## config.mk

```make
export PLATFORM = sky130hd
export DESIGN_NAME = seg_scan_ctrl_flat
export DESIGN_NICKNAME = d
export VERILOG_FILES = /design/src/rtl/seg_scan_ctrl_pkg.sv /design/src/rtl/seg_scan_ctrl_if.sv /design/src/rtl/seg_scan_ctrl.sv /design/src/flat_wrapper.sv
export SDC_FILE = /design/constraint.sdc
export NUM_CORES = 1
export LEC_CHECK = 0
export ABC_AREA = 1
export CAP_MARGIN = 20
export CORE_MARGIN = 4
export CORE_UTILIZATION = 46
export DETAILED_ROUTE_END_ITERATION = 10
export GPL_TIMING_DRIVEN = 0
export PLACE_DENSITY = 0.65
export SLEW_MARGIN = 20
export SYNTH_ARGS = -nofsm -noshare
export SYNTH_HDL_FRONTEND = slang
export SYNTH_SLANG_ARGS = --single-unit
```

## constraint.sdc

```tcl
create_clock -name clk -period 1.69 [get_ports clk]
set_input_delay 0.4225 -clock clk [delete_from_list [all_inputs] [get_ports clk]]
set_output_delay 0.4225 -clock clk [all_outputs]
set_load 0.005 [all_outputs]
```

## src/rtl/seg_scan_ctrl_pkg.sv

```systemverilog
// Shared types, constants and helpers for the 7-segment scan controller.
package seg_pkg;

  typedef enum logic [1:0] {
    OFF   = 2'd0,
    BLANK = 2'd1,
    SHOW  = 2'd2
  } state_t;

  // Nibble the decoder renders as all segments dark.
  localparam logic [3:0] BLANK_CODE = 4'hF;

  // Widest display the suppress helper supports.
  localparam int MAX_DIGITS = 16;

  // Per-digit suppress vector: bit i is set when digit i and every digit
  // above it are zero. Digit 0 is never suppressed so a zero value still
  // shows a single "0". Only the lowest n digits are considered.
  function automatic logic [MAX_DIGITS-1:0] lz_mask(
    input logic [4*MAX_DIGITS-1:0] value,
    input int                      n
  );
    logic [MAX_DIGITS-1:0] m;
    logic                  all_zero;
    m        = '0;
    all_zero = 1'b1;
    for (int i = MAX_DIGITS - 1; i >= 0; i--) begin
      if (i < n) begin
        all_zero = all_zero & (value[4*i +: 4] == 4'h0);
        m[i]     = all_zero & (i != 0);
      end
    end
    return m;
  endfunction

endpackage

```

## src/rtl/seg_scan_ctrl_if.sv

```systemverilog
// Value-load handshake between the value source and the scan controller.
interface seg_scan_ctrl_if #(
  parameter int NUM_DIGITS = 4
) ();

  logic                      load_valid;
  logic [4*NUM_DIGITS-1:0]   load_value;
  logic                      load_ready;

  // Value source side.
  modport master (
    output load_valid,
    output load_value,
    input  load_ready
  );

  // Scan controller side.
  modport slave (
    input  load_valid,
    input  load_value,
    output load_ready
  );

endinterface

```

## src/rtl/seg_scan_ctrl.sv

```systemverilog
// Time-multiplexed scan controller for a common-anode multi-digit
// 7-segment display. One digit is lit per slot, separated by a short dark
// gap; a shadow register makes value updates land on frame boundaries only.
module seg_scan_ctrl
  import seg_pkg::*;
#(
  parameter int NUM_DIGITS   = 4,
  parameter int DWELL_CYCLES = 1000,
  parameter int BLANK_CYCLES = 8
) (
  input  logic                  clk,
  input  logic                  rst_n,
  input  logic                  en,
  input  logic                  lz_en,
  seg_scan_ctrl_if.slave        ld,
  output logic [3:0]            bcd_out,
  output logic [NUM_DIGITS-1:0] dig_en_n,
  output logic                  frame_done
);

  localparam int CNT_MAX = (DWELL_CYCLES > BLANK_CYCLES) ? DWELL_CYCLES : BLANK_CYCLES;
  localparam int CW      = (CNT_MAX > 1) ? $clog2(CNT_MAX) : 1;
  localparam int DW      = (NUM_DIGITS > 1) ? $clog2(NUM_DIGITS) : 1;
  localparam int VW      = 4 * NUM_DIGITS;

  localparam logic [CW-1:0]         DWELL_LAST = CW'(DWELL_CYCLES - 1);
  localparam logic [CW-1:0]         BLANK_LAST = CW'(BLANK_CYCLES - 1);
  localparam logic [DW-1:0]         LAST_DIGIT = DW'(NUM_DIGITS - 1);
  localparam logic [NUM_DIGITS-1:0] ALL_OFF    = '1;

  state_t                  state;
  logic [DW-1:0]           digit;
  logic [CW-1:0]           cnt;
  logic [VW-1:0]           active;
  logic [VW-1:0]           pending;
  logic                    pend_vld;

  logic [4*MAX_DIGITS-1:0] active_ext;
  logic [MAX_DIGITS-1:0]   lz_vec;
  logic [3:0]              digit_idx;
  logic [3:0]              cur_nib;
  logic [3:0]              show_nib;
  logic                    frame_end;

  // Shadow slot is free whenever nothing is waiting for a frame boundary.
  assign ld.load_ready = ~pend_vld;

  // Nibble for the current digit, with leading-zero blanking applied.
  always_comb begin
    active_ext = (4*MAX_DIGITS)'(active);
    lz_vec     = lz_mask(active_ext, NUM_DIGITS);
    digit_idx  = 4'(digit);
    cur_nib    = active[{digit, 2'b00} +: 4];
    show_nib   = (lz_en && lz_vec[digit_idx]) ? BLANK_CODE : cur_nib;
    frame_end  = (state == SHOW) && (cnt == DWELL_LAST) && (digit == LAST_DIGIT);
  end

  // Scan FSM with registered anode/nibble outputs and shadow commit.
  always_ff @(posedge clk) begin
    if (!rst_n) begin
      state      <= OFF;
      digit      <= '0;
      cnt        <= '0;
      active     <= '0;
      pend_vld   <= 1'b0;
      dig_en_n   <= ALL_OFF;
      bcd_out    <= BLANK_CODE;
      frame_done <= 1'b0;
    end else begin
      frame_done <= 1'b0;
      if (!en) begin
        // Abandon the frame immediately; the shadow value is kept.
        state    <= OFF;
        digit    <= '0;
        cnt      <= '0;
        dig_en_n <= ALL_OFF;
        bcd_out  <= BLANK_CODE;
      end else begin
        case (state)
          OFF: begin
            state <= BLANK;
            digit <= '0;
            cnt   <= '0;
          end
          BLANK: begin
            if (cnt == BLANK_LAST) begin
              // Anode and nibble switch on the same edge, never stale.
              state    <= SHOW;
              cnt      <= '0;
              dig_en_n <= ALL_OFF ^ (NUM_DIGITS'(1) << digit);
              bcd_out  <= show_nib;
            end else begin
              cnt <= cnt + CW'(1);
            end
          end
          SHOW: begin
            if (cnt == DWELL_LAST) begin
              state    <= BLANK;
              cnt      <= '0;
              dig_en_n <= ALL_OFF;
              bcd_out  <= BLANK_CODE;
              if (digit == LAST_DIGIT) begin
                digit      <= '0;
                frame_done <= 1'b1;
              end else begin
                digit <= digit + DW'(1);
              end
            end else begin
              // Keep tracking lz_en while the digit stays lit.
              cnt     <= cnt + CW'(1);
              bcd_out <= show_nib;
            end
          end
          default: state <= OFF;
        endcase
      end

      // Commit and accept are exclusive: accept needs the slot empty.
      if (frame_end && en && pend_vld) begin
        active   <= pending;
        pend_vld <= 1'b0;
      end else if (ld.load_valid && !pend_vld) begin
        pend_vld <= 1'b1;
      end
    end
  end

  // Shadow data capture on an accepted load.
  always_ff @(posedge clk) begin
    if (ld.load_valid && !pend_vld) begin
      pending <= ld.load_value;
    end
  end

endmodule
```

## src/flat_wrapper.sv

```systemverilog
// flat-port wrapper written by rule: the top's interface ports become plain ports
module seg_scan_ctrl_flat import seg_pkg::*;
#(
  parameter int NUM_DIGITS   = 4,
  parameter int DWELL_CYCLES = 1000,
  parameter int BLANK_CYCLES = 8
)
  (clk, rst_n, en, lz_en, bcd_out, dig_en_n, frame_done, ld_load_valid, ld_load_value, ld_load_ready);
  seg_scan_ctrl_if #(.NUM_DIGITS(NUM_DIGITS)) ld_i ();
  input  logic clk;
  input  logic rst_n;
  input  logic en;
  input  logic lz_en;
  output logic [3:0] bcd_out;
  output logic [NUM_DIGITS-1:0] dig_en_n;
  output logic frame_done;
  input wire logic [$bits(ld_i.load_valid)-1:0] ld_load_valid;
  input wire logic [$bits(ld_i.load_value)-1:0] ld_load_value;
  output wire logic [$bits(ld_i.load_ready)-1:0] ld_load_ready;
  assign ld_i.load_valid = ld_load_valid;
  assign ld_i.load_value = ld_load_value;
  assign ld_load_ready = ld_i.load_ready;
  seg_scan_ctrl #(.NUM_DIGITS(NUM_DIGITS), .DWELL_CYCLES(DWELL_CYCLES), .BLANK_CYCLES(BLANK_CYCLES)) u_core (.clk(clk), .rst_n(rst_n), .en(en), .lz_en(lz_en), .ld(ld_i), .bcd_out(bcd_out), .dig_en_n(dig_en_n), .frame_done(frame_done));
endmodule
```

==> metrics.txt <==
# TYPE chip_impl_metric gauge
chip_impl_metric{name="core.rowCount",unit=""} 27
chip_impl_info{name="rsz_0062_raised_after_global_routing",value="true"} 1
chip_impl_metric{name="achievable-frequency",unit="MHz"} 612.4
chip_impl_info{name="crit_start",value="u_core.pend_vld"} 1
chip_impl_metric{name="antenna-diode-count",unit=""} 0
chip_impl_info{name="cts_tree",value="done"} 1
chip_impl_metric{name="synthesis.area",unit="sq um"} 2625
chip_impl_metric{name="antenna_found_initial",unit=""} 0
chip_impl_metric{name="detailed_place.area",unit="sq um"} 3008
chip_impl_info{name="synthTopCellsByArea",value="dfxtp_1, edfxtp_1, nand2_1"} 1
chip_impl_metric{name="dieHeight",unit="um"} 83.54
chip_impl_metric{name="grt_pass1_vias",unit=""} 2023
chip_impl_metric{name="routabilityCongestion",unit=""} 0.8188
chip_impl_metric{name="powerDensity",unit="nW/um^2"} 723.0
chip_impl_metric{name="antenna_left",unit=""} 0
chip_impl_metric{name="fin_skew",unit="ns"} 0.008179
chip_impl_metric{name="grt_first_pass_wirelength",unit="mm"} 8.638
chip_impl_metric{name="cts_num_sinks",unit=""} 56
chip_impl_metric{name="detail_route.vias_per_cell",unit=""} 4.804
chip_impl_info{name="worst_hold_path_type",value="reg2reg"} 1
chip_impl_metric{name="setup_viol",unit=""} 0
chip_impl_info{name="regToRegEndpoint",value="u_core.dig_en_n[1]"} 1
chip_impl_metric{name="worstSkewPairLatency",unit="ns"} 0.31
chip_impl_info{name="worst_setup_path_start_kind",value="flop"} 1
chip_impl_metric{name="rr_worst_depth",unit=""} 9
chip_impl_metric{name="numCtsBuffers",unit=""} 5
chip_impl_metric{name="worst_ep_arrival_time",unit="ns"} 1.21
chip_impl_metric{name="design.die.area",unit="sq um"} 6979
chip_impl_info{name="critical_path.endpoint_type",value="primary output"} 1
chip_impl_metric{name="layout-area-overhead-vs-synth",unit="%"} 21.31
chip_impl_metric{name="post-route-min-period",unit="ns"} 1.633
chip_impl_metric{name="all_layer_global_routing_usage",unit=""} 0.1495
chip_impl_metric{name="tightestPinTransition",unit="ns"} 0.7679
chip_impl_metric{name="postSynth.asyncResetShare",unit=""} 0
chip_impl_metric{name="route.detailed.drc",unit=""} 0
chip_impl_metric{name="core_area",unit="sq um"} 5507
chip_impl_metric{name="fraction_of_post_synthesis_cell_area_in_the_top_cell_type_by_area",unit=""} 0.3051
chip_impl_metric{name="number_of_different_library_cells_in_the_post_synthesis_netlist",unit=""} 26
chip_impl_metric{name="clock_tree.buffer_depth",unit=""} 2
chip_impl_metric{name="grt_max_degree",unit=""} 19
chip_impl_metric{name="final_net_count",unit=""} 417
chip_impl_metric{name="synthCells",unit=""} 344
chip_impl_metric{name="max-cap-violations",unit=""} 0
chip_impl_metric{name="pin_count",unit=""} 31
chip_impl_metric{name="layout-drive-gt1-share",unit=""} 0.09819
chip_impl_metric{name="io_buffers",unit=""} 29
chip_impl_metric{name="total_half_perimeter_wirelength_after_legalization_and_detailed_placement",unit="mm"} 3.727
chip_impl_metric{name="slew_viol_final",unit=""} 0
chip_impl_info{name="ys_dominant_reg_cell",value="dfxtp_1"} 1
chip_impl_metric{name="initial_utilization",unit=""} 0.4767
chip_impl_metric{name="stdcell_area",unit="sq um"} 3184
chip_impl_metric{name="vdd_ir_drop_max",unit="uV"} 445.0
chip_impl_metric{name="die-width",unit="um"} 83.54
chip_impl_metric{name="postSynthNetCount",unit=""} 375
chip_impl_metric{name="routedWlPerCell",unit="um"} 11.16
chip_impl_metric{name="timing.slew.headroom",unit=""} 0.4875
chip_impl_metric{name="clkTransAtPathRegs",unit="ns"} 0.10
chip_impl_metric{name="wl",unit="mm"} 5.121
chip_impl_metric{name="area_occupied_by_multi_input_gates",unit="sq um"} 1184
chip_impl_info{name="crit-reg2reg-launch",value="u_core.state[0]"} 1
chip_impl_metric{name="grt.overflow.total",unit=""} 0
chip_impl_info{name="crit_type",value="reg2out"} 1
chip_impl_info{name="yosys.area.top_type",value="dfxtp_1"} 1
chip_impl_metric{name="fin_crit_sh",unit=""} 0.9663
chip_impl_metric{name="synth-edff-count",unit=""} 16
chip_impl_metric{name="postCtsHoldBufs",unit=""} 0
chip_impl_metric{name="drtPass1Iterations",unit=""} 4
chip_impl_metric{name="critPathRequiredTime",unit="ns"} 1.27
chip_impl_metric{name="dr.first_iter.drc_count",unit=""} 83
chip_impl_metric{name="timing.final.hold_violations",unit=""} 0
chip_impl_metric{name="count_of_state_elements_after_synthesis",unit=""} 56
chip_impl_metric{name="rrSetupSlack",unit="ns"} 0.08
chip_impl_metric{name="setup_tns",unit="ns"} 0
chip_impl_metric{name="total_area_of_sequential_cells",unit="sq um"} 1287
chip_impl_metric{name="post_synth.cell_area_avg",unit="sq um"} 7.631
chip_impl_metric{name="htree_depth",unit=""} 2
chip_impl_metric{name="fill_cells",unit=""} 525
chip_impl_metric{name="static-leakage-power",unit="uW"} 0.001462
chip_impl_metric{name="cp_max_fo",unit=""} 4
chip_impl_info{name="timing.critical_path.to",value="ld_load_ready"} 1
chip_impl_info{name="clockRootBuffer",value="clkbuf_8"} 1
chip_impl_metric{name="timing.hold.worst_path_depth",unit=""} 2
chip_impl_metric{name="dr_total_vias",unit=""} 2205
chip_impl_info{name="outcome",value="completed"} 1
chip_impl_metric{name="ys_seq_area_frac",unit=""} 0.4881
chip_impl_metric{name="synth.yosys.warnings",unit=""} 0
==> power breakdown <==
| part | internal (uW) | switching [uW] |
|---|---|---|
| sequential | 1410 | 13.5 |
| combinational | 67.5 | 63.6 |
| clock | 295 | 450 |
| total | 1770 | 527 |
==> worst min-delay path by stage <==
| stage | from | end | slack [ns] |
|---|---|---|---|
| after global routing | rst_n | u_core.active[14] | 0.47 |
| after floorplan | u_core.pending[10] | u_core.active[10] | 0.45 |
| after detailed placement | u_core.dig_en_n[2] | u_core.dig_en_n[2] | 0.45 |
| after global placement | u_core.dig_en_n[3] | u_core.dig_en_n[3] | 0.45 |
| final | u_core.dig_en_n[2] | u_core.dig_en_n[2] | 0.47 |
| after CTS | rst_n | u_core.active[14] | 0.47 |
==> cell families (layout without fill, tap and decap cells) <==
family	after synthesis	count (layout)	synth area share
simple gates	202	203	0.3260
xor+xnor	3	3	0.01001
fa+ha+maj	10	10	0.04766
compound gates	24	24	0.04767
mux	1	1	0.003813
buf+inv	48	90	0.07674
flops	56	56	0.4881
==> registers in the layout (all words and copies together), names as in the netlist <==
register	count
u_core.active	16
u_core.pending	16
u_core.cnt	10
u_core.bcd_out	4
u_core.dig_en_n	4
u_core.digit	2
u_core.state	2
u_core.frame_done	1
u_core.pend_vld	1
==> cell usage after synthesis, drive strengths merged, types with 3 or more instances <==
cell type,count
a21oi,10
buf,5
clkinv,3
dfxtp,40
edfxtp,16
ha,10
inv,38
nand2,92
nand3,34
nand4,4
nor2,69
o21ai,12
xor2,3
==> per-stage QoR <==
stage | cells | setup WS (ns) | power, uW | utilization | hold slack, ns
5_1_grt | 459 | -0.03297 | 2408 | 0.5783 | 0.4729
6_report | 459 | 0.05699 | 2302 | 0.5783 | 0.4704
4_1_cts | 453 | 0.001631 | 2324 | 0.5635 | 0.4673
3_5_place_dp | 445 | -0.2853 | 1579 | 0.5462 | 0.4469
2_1_floorplan | 344 | 0.1572 | 1508 | - | 0.4472
3_3_place_gp | 445 | -0.6000 | 1575 | 0.5458 | 0.4474
==> placed cells by master (no fill, tap or decap), types with 3 or more instances in the layout <==
master	count
nand3_1	32
inv_1	38
dfxtp_2	5
nand2_1	87
xor2_1	3
nand2_4	4
nand4_1	3
edfxtp_1	16
nor2_1	65
clkdlybuf4s50_1	29
buf_4	5
ha_1	9
clkbuf_8	5
clkinv_1	3
dfxtp_1	35
buf_6	3
o21ai_0	12
a21oi_1	10
nor2_2	3
==> layout make-up <==
cell class,count,area share
repair buffers,34,0.1029
well taps,72,0.02829
flip-flops and latches,56,0.4043
clock inverters,3,0.006680
multi-input cells,241,0.3717
clock buffers,5,0.02161
plain buffers,7,0.01611
inverters,41,0.04833
==> what timing repair did <==
item	4_1_cts	5_1_grt
resized for setup	1	14
endpoints found under the setup margin	4	28
pin swaps	0	2
gates cloned	0	1
setup buffers	0	5
==> worst max-delay path, cell delays in order (launching register included) <==
cell and delay [ns]:
dfxtp_2 0.36, inv_1 0.05, clkdlybuf4s50_1 0.48
==> metal layers <==
metal	vias up	GRT usage	share of wire
met5	-	0	0
met4	0	0.05263	0.010
li1	1165	-	-
met1	986	0.1719	0.47
met3	4	0.03356	0.041
met2	50	0.2711	0.48
Power figures use the tool's default switching activity.
